[src/rtl/game_stopwatch.sv]
// mm:ss BCD stopwatch with lap capture, driven by start/stop/clear/lap pulses.
// A prescaler divides clk down to one-second increments while running.
module game_stopwatch #(
  parameter int unsigned TICKS_PER_SEC = 100_000_000
) (
  input  logic       clk,
  input  logic       rst_n,
  input  logic       start,
  input  logic       stop,
  input  logic       clear,
  input  logic       lap,
  output logic [3:0] sec1,
  output logic [3:0] sec2,
  output logic [3:0] min1,
  output logic [3:0] min2,
  output logic [3:0] sec11,
  output logic [3:0] sec22,
  output logic [3:0] min11,
  output logic [3:0] min22,
  output logic       running,
  output logic       sec_tick,
  output logic       wrap
);

  localparam int unsigned PW = (TICKS_PER_SEC > 2) ? $clog2(TICKS_PER_SEC) : 1;
  localparam logic [PW-1:0] PRESC_LAST = PW'(TICKS_PER_SEC - 1);

  typedef enum logic [1:0] {
    IDLE   = 2'd0,
    RUN    = 2'd1,
    PAUSED = 2'd2
  } state_t;

  state_t        state, next_state;
  logic [PW-1:0] presc, presc_n;
  logic [3:0]    sec1_n, sec2_n, min1_n, min2_n;
  logic          inc;
  logic          wrap_n;

  // NOTE: every sequential element uses non-blocking (<=) so all registers
  // update from the same pre-edge values, independent of statement order.
  always_ff @(posedge clk) begin
    if (!rst_n) state <= IDLE;
    else        state <= next_state;
  end

  // Priority: clear > stop > start; stop beats a simultaneous start.
  always_comb begin
    // NOTE: default assignment first so no path leaves next_state unassigned,
    // which would otherwise infer a latch.
    next_state = state;
    unique case (state)
      IDLE:    if (start && !stop) next_state = RUN;
      RUN:     if (stop)           next_state = PAUSED;
      PAUSED:  if (start && !stop) next_state = RUN;
      default:                     next_state = IDLE;
    endcase
    if (clear) next_state = IDLE;
  end

  // An increment still completes on a stop edge; clear suppresses it.
  assign inc = (state == RUN) && (presc == PRESC_LAST) && !clear;

  always_comb begin
    presc_n = presc;
    if (clear)              presc_n = '0;
    else if (state == RUN)  presc_n = (presc == PRESC_LAST) ? '0 : presc + PW'(1);
  end

  // BCD ripple: each digit rolls over only when all lower digits roll over.
  always_comb begin
    sec1_n = sec1;
    sec2_n = sec2;
    min1_n = min1;
    min2_n = min2;
    wrap_n = 1'b0;
    if (clear) begin
      sec1_n = 4'd0;
      sec2_n = 4'd0;
      min1_n = 4'd0;
      min2_n = 4'd0;
    end else if (inc) begin
      if (sec1 != 4'd9) sec1_n = sec1 + 4'd1;
      else begin
        sec1_n = 4'd0;
        if (sec2 != 4'd5) sec2_n = sec2 + 4'd1;
        else begin
          sec2_n = 4'd0;
          if (min1 != 4'd9) min1_n = min1 + 4'd1;
          else begin
            min1_n = 4'd0;
            if (min2 != 4'd5) min2_n = min2 + 4'd1;
            else begin
              min2_n = 4'd0;
              wrap_n = 1'b1;
            end
          end
        end
      end
    end
  end

  always_ff @(posedge clk) begin
    if (!rst_n) begin
      presc    <= '0;
      sec1     <= 4'd0;
      sec2     <= 4'd0;
      min1     <= 4'd0;
      min2     <= 4'd0;
      sec_tick <= 1'b0;
      wrap     <= 1'b0;
    end else begin
      presc    <= presc_n;
      sec1     <= sec1_n;
      sec2     <= sec2_n;
      min1     <= min1_n;
      min2     <= min2_n;
      sec_tick <= inc;
      wrap     <= wrap_n;
    end
  end

  // Lap copies the registered (pre-increment) digits; only reset clears it.
  always_ff @(posedge clk) begin
    if (!rst_n) begin
      sec11 <= 4'd0;
      sec22 <= 4'd0;
      min11 <= 4'd0;
      min22 <= 4'd0;
    end else if (lap) begin
      sec11 <= sec1;
      sec22 <= sec2;
      min11 <= min1;
      min22 <= min2;
    end
  end

  assign running = (state == RUN);

endmodule

[config.mk]
export PLATFORM = sky130hd
export DESIGN_NAME = game_stopwatch
export DESIGN_NICKNAME = d
export VERILOG_FILES = /design/src/rtl/game_stopwatch.sv
export SDC_FILE = /design/constraint.sdc
export NUM_CORES = 1
export LEC_CHECK = 0
export CAP_MARGIN = 20
export CORE_MARGIN = 2
export CORE_UTILIZATION = 58
export DETAILED_ROUTE_END_ITERATION = 6
export GPL_TIMING_DRIVEN = 0
export PLACE_DENSITY = 0.84
export SYNTH_ARGS = -nofsm -noshare
export SYNTH_HDL_FRONTEND = slang
export SYNTH_SLANG_ARGS = --single-unit
[constraint.sdc]
create_clock -name clk -period 5.3 [get_ports clk]
set_input_delay 0.53 -clock clk [delete_from_list [all_inputs] [get_ports clk]]
set_output_delay 0.53 -clock clk [all_outputs]
set_load 0.05 [all_outputs]
Word-level counts from Yosys, hierarchy flattened
Index checks and enable logic that the tools add are counted.
{ "classes": {"n_reduce_logical": 13, "mux": 9, "n_shift": 0, "div_mod_pow": 0, "bitwise": 5, "n_addsub": 5, "n_lt_le_gt_ge": 0, "n_eq_ne": 9, "multipliers": 0} }
{ "op_table": {"columns": ["op", "n"], "rows": [
  ["adder 27 x 1 -> 27 bit (second input constant)", 1],
  ["equality test 27 bit (second input constant)", 1],
  ["two-way mux 27 bit", 1],
  ["adder 4 x 1 -> 4 bit (second input constant)", 4],
  ["two-way mux 4 bit", 4],
  ["inequality test 4 x 3 -> 1 bit (second input constant)", 2],
  ["inequality test 4 bit (second input constant)", 2],
  ["OR reduction 6 bit", 1],
  ["inverter 1 bit", 5],
  ["two-way mux 2 bit", 2],
  ["one-hot mux 2 bit (2 select lines)", 1],
  ["AND reduction 2 bit", 2],
  ["AND reduction 4 bit", 1],
  ["OR reduction 2 bit", 2],
  ["logical AND 1 bit", 3],
  ["AND reduction 3 bit", 1],
  ["equality test 2 x 1 -> 1 bit (second input constant)", 1],
  ["equality test 2 bit (second input constant)", 1],
  ["zero test 1 bit", 2],
  ["zero test 2 bit", 1],
  ["inequality test 2 x 1 -> 1 bit (second input constant)", 1],
  ["inequality test 2 bit (second input constant)", 1],
  ["two-way mux 1 bit", 1]
]} }
{ "totals": {"mem_bits_rw": 0, "mem_bits_ro": 0, "latch_bits": 0, "output_inout_bits": 35, "regBits": 63, "n_memories": 0} }

Logic depth before layout (Yosys ltp)
{ "logic_depth": {"ltp_word": 5, "depth_mapped": 8} }

Least setup slack after synthesis
Ideal clock, no wire load.
{ "synth_path": {"path_type": "reg2reg", "start": "register min1[0]", "end": "register min2[2]", "slack_ps": 2997, "t_arrival_ps": 2232, "stages_incl_launch_ff": 6, "t_required_ps": 5230, "setup_ps": 70, "n_path_buf": 0, "period_less_slack_ps": 2303, "path_cell_list": "dfxtp_1 -> nor4bb_1 -> nand4_2 -> or4_4 -> or3b_1 -> a21oi_1"} }
{ "synth_between": {"elab_chain_len": 3} }
{ "synth_rtl": {"columns": ["item", "line", "rtl"], "rows": [
  ["from (decl)", "14", "output logic [3:0] min1,"],
  ["from (signal assigned)", "116", "min1 <= min1_n;"],
  ["inequality test 4 bit", "89", "if (min1 != 4'd9) min1_n = min1 + 4'd1;"],
  ["inverter 1 bit (no line)", null, null],
  ["AND reduction 4 bit (no line)", null, null],
  ["to (signal assigned)", "117", "min2 <= min2_n;"],
  ["to (decl)", "15", "output logic [3:0] min2,"]
]} }
Every way passes these cells.
A chain may end at the register's enable or synchronous reset.

Worst setup path after layout
{ "layout_path": {"start": "register state[0]", "end": "output running"} }
{ "layout_between": {"elab_chain_len": 1} }
{ "layout_rtl": {"columns": ["item", "line", "rtl"], "rows": [
  ["from (decl)", "34", "state_t state, next_state;"],
  ["from (signal assigned)", "44", "else state <= next_state;"],
  ["equality test 2 x 1 -> 1 bit", "138", "assign running = (state == RUN);"],
  ["to (decl)", "20", "output logic running,"]
]} }
Every way passes these cells.

==> reports/results.ini <==
[placed_design]
gp_congestion=0.8450
place_hpwl_um=3983
place_ws_ps=2561
port_buffers=39

[min_path]
hp-class=flop to flop

[cells_and_area]
fin_nets=365
final_common_cell=dfxtp_1
area_growth_pct=22.77
drive_above_1_share_pct=6.944
final_cell_mix=dfxtp_1 (63), clkdlybuf4s50_1 (39), nor2_1 (37), xor2_1 (21), mux2i_1 (19)
antenna_cells=0

[power]
power.leakage_nw=1.168
vdd_drop_max_mv=0.1939
power_density_mw_per_mm2=248.6
p_total_uw=863.8

[logic_synthesis]
synth-async-reset-ratio_pct=0
yosysSeqAreaShare_pct=44.56
syn-mean-instance-area_um2=9.189
synth_xor_area_share_pct=8.046
synth_mux_area_share_pct=6.720
synthSimpleGateAreaFrac_pct=30.55
synth_edf_count=0
yosys_warnings=0
synth-seq-cells=63
netlist_instances=308
yosysUniqueCellTypes=45
synth_top_family_by_area=simple AND/OR/NAND/NOR gates
synth-main-ff-cell=dfxtp_1
syn-cell-area_mm2=0.002830
synthAdderAreaFrac_pct=0.4421
synth_fp_nets=315
synth_compound_area_share_pct=6.941

[routing]
vias_per_cell=5.487
drtAntennaViolNets=0
drc=0
dr.pass1.iters=5
dr_total_vias=2343
drt_wl_total_um=5766
drt_iter0_markers=121
wl_per_cell_um=13.50

[timing]
relSlewSlack_pct=29.31
drv_slew=0
rsz0062_at_grt=no
tns_ps=0
fin_crit_ps=2567
tightest_slew_ps=1052
fin_crit_sh_pct=48.43
hold_viol=0
setup_violations=0
fin_ws_ps=2733
fmaxAchievable_mhz=389.6
finClkSkew_ps=3.867

[setup_path]
endpoint_kind=output pin
cp_data_required_time_ps=4770
arrival_ps=2040
crit_path_max_fanout=6
critPathKind=flop to output pin
critPathLaunchType=flop

[clock_tree]
cts_setup_buffers=0
clk_path_buf_depth=2
htree_levels=3
clock_sinks=63
cts_resized=0
numCtsBuffers=9
hold_buffers=0
cts_tree=built
clk_pin_slew_ps=60
cts-root-buf=clkbuf_8
clk_latency_ps=340

[die]
die_width_um=73.86
pin_count=41
start_util_pct=59.92
die_h_um=73.86
core_area_mm2=0.004723
die_area_mm2=0.005455
rows=25

[run_status]
status=completed

[global_route]
grt_pass1_wl_um=9563
grtUsageTotal_pct=22.91
gr-total-overflow=0
grt_max_degree=11
grt_pass1_vias=2138
antenna_found_initial=0

[flow_run]
cap_violations=0

registers in the layout, summed over array words and instances, names as in the netlist, 4 cells and up:
signal	flops
min1	4
min11	4
min2	4
min22	4
presc	27
sec1	4
sec11	4
sec2	4
sec22	4
where the power goes:
group	switching, mW	internal (mW)
Combinational	0.0144	0.00952
Sequential	0.000411	0.474
Clock	0.166	0.199
stage by stage:
step / hold WS [ps] / cells / area, um2 / utilization, %
after CTS: 514.2 / 427 / 3475 / 73.56
after global routing: 530.6 / 427 / 3475 / 73.56
after floorplan: 471.7 / 308 / 2830 / -
after detailed placement: 499.2 / 414 / 3304 / 69.96
final: 508.4 / 427 / 3475 / 73.56
after global placement: 489.7 / 414 / 3304 / 69.96
layout make-up:
class | count | area, um2
Multi-Input combinational cell | 225 | 1491
Sequential cell | 63 | 1261
Fill cell | 365 | 1249
Timing Repair Buffer | 39 | 390.4
Clock buffer | 12 | 165.2
Tap cell | 67 | 83.83
Buffer | 12 | 47.55
Inverter | 8 | 30.03
Clock inverter | 1 | 5.005
layer usage:
layer | wire (um) | track usage (%) | vias up
li1 | - | - | 1181
met1 | 2876 | 30.02 | 1108
met2 | 2603 | 35.71 | 45
met3 | 172 | 4.115 | 9
met4 | 115 | 12.32 | 0
met5 | 0 | 0 | -
logic make-up after synthesis:
| kind of cell | Yosys count |
|---|---|
| compound gates | 34 |
| simple gates | 145 |
| mux | 19 |
| fa+ha+maj | 1 |
| flops | 63 |
| buf+inv | 20 |
| xor+xnor | 26 |
path summary, 6_finish.rpt:
check,from,endpoint,slack (ps),cells past startpoint
setup / recovery,state[0],running,2730,3
hold / removal,presc[23],presc[23],510,2
setup reg to reg,presc[0],presc[3],2850,8
hold reg to reg,presc[23],presc[23],510,2
synthesized netlist by cell type (all sizes together), types with 2 or more instances:
library cell  instances  area share (%)
and4bb                2            0.88
mux2i                19             6.7
nor2                 37             4.9
or4                   5             1.5
nand3                10             1.8
a21oi                16             2.8
nand2                18             2.4
nor4                  5             1.9
or3b                  2            0.62
xnor2                 5             1.5
or3                   6             1.3
nor3b                 3            0.80
inv                   8             1.1
o31ai                 3            0.80
nor3                  3            0.53
and2                  3            0.66
clkbuf               10             1.3
and4                  4             1.2
nand4                13             3.3
nand4b                4             1.2
and3                  4            0.88
o21ai                 8             1.4
nor2b                18             4.0
buf                   2            0.35
dfxtp                63              45
xor2                 21             6.5
nand2b                3            0.66
worst max-delay path, stage by stage, from the launching register on:
cell and delay, ps:
dfxtp_1 380, inv_1 70, nor2_1 360, clkdlybuf4s50_1 890
Note: power is estimated with default switching activity, not from simulation.
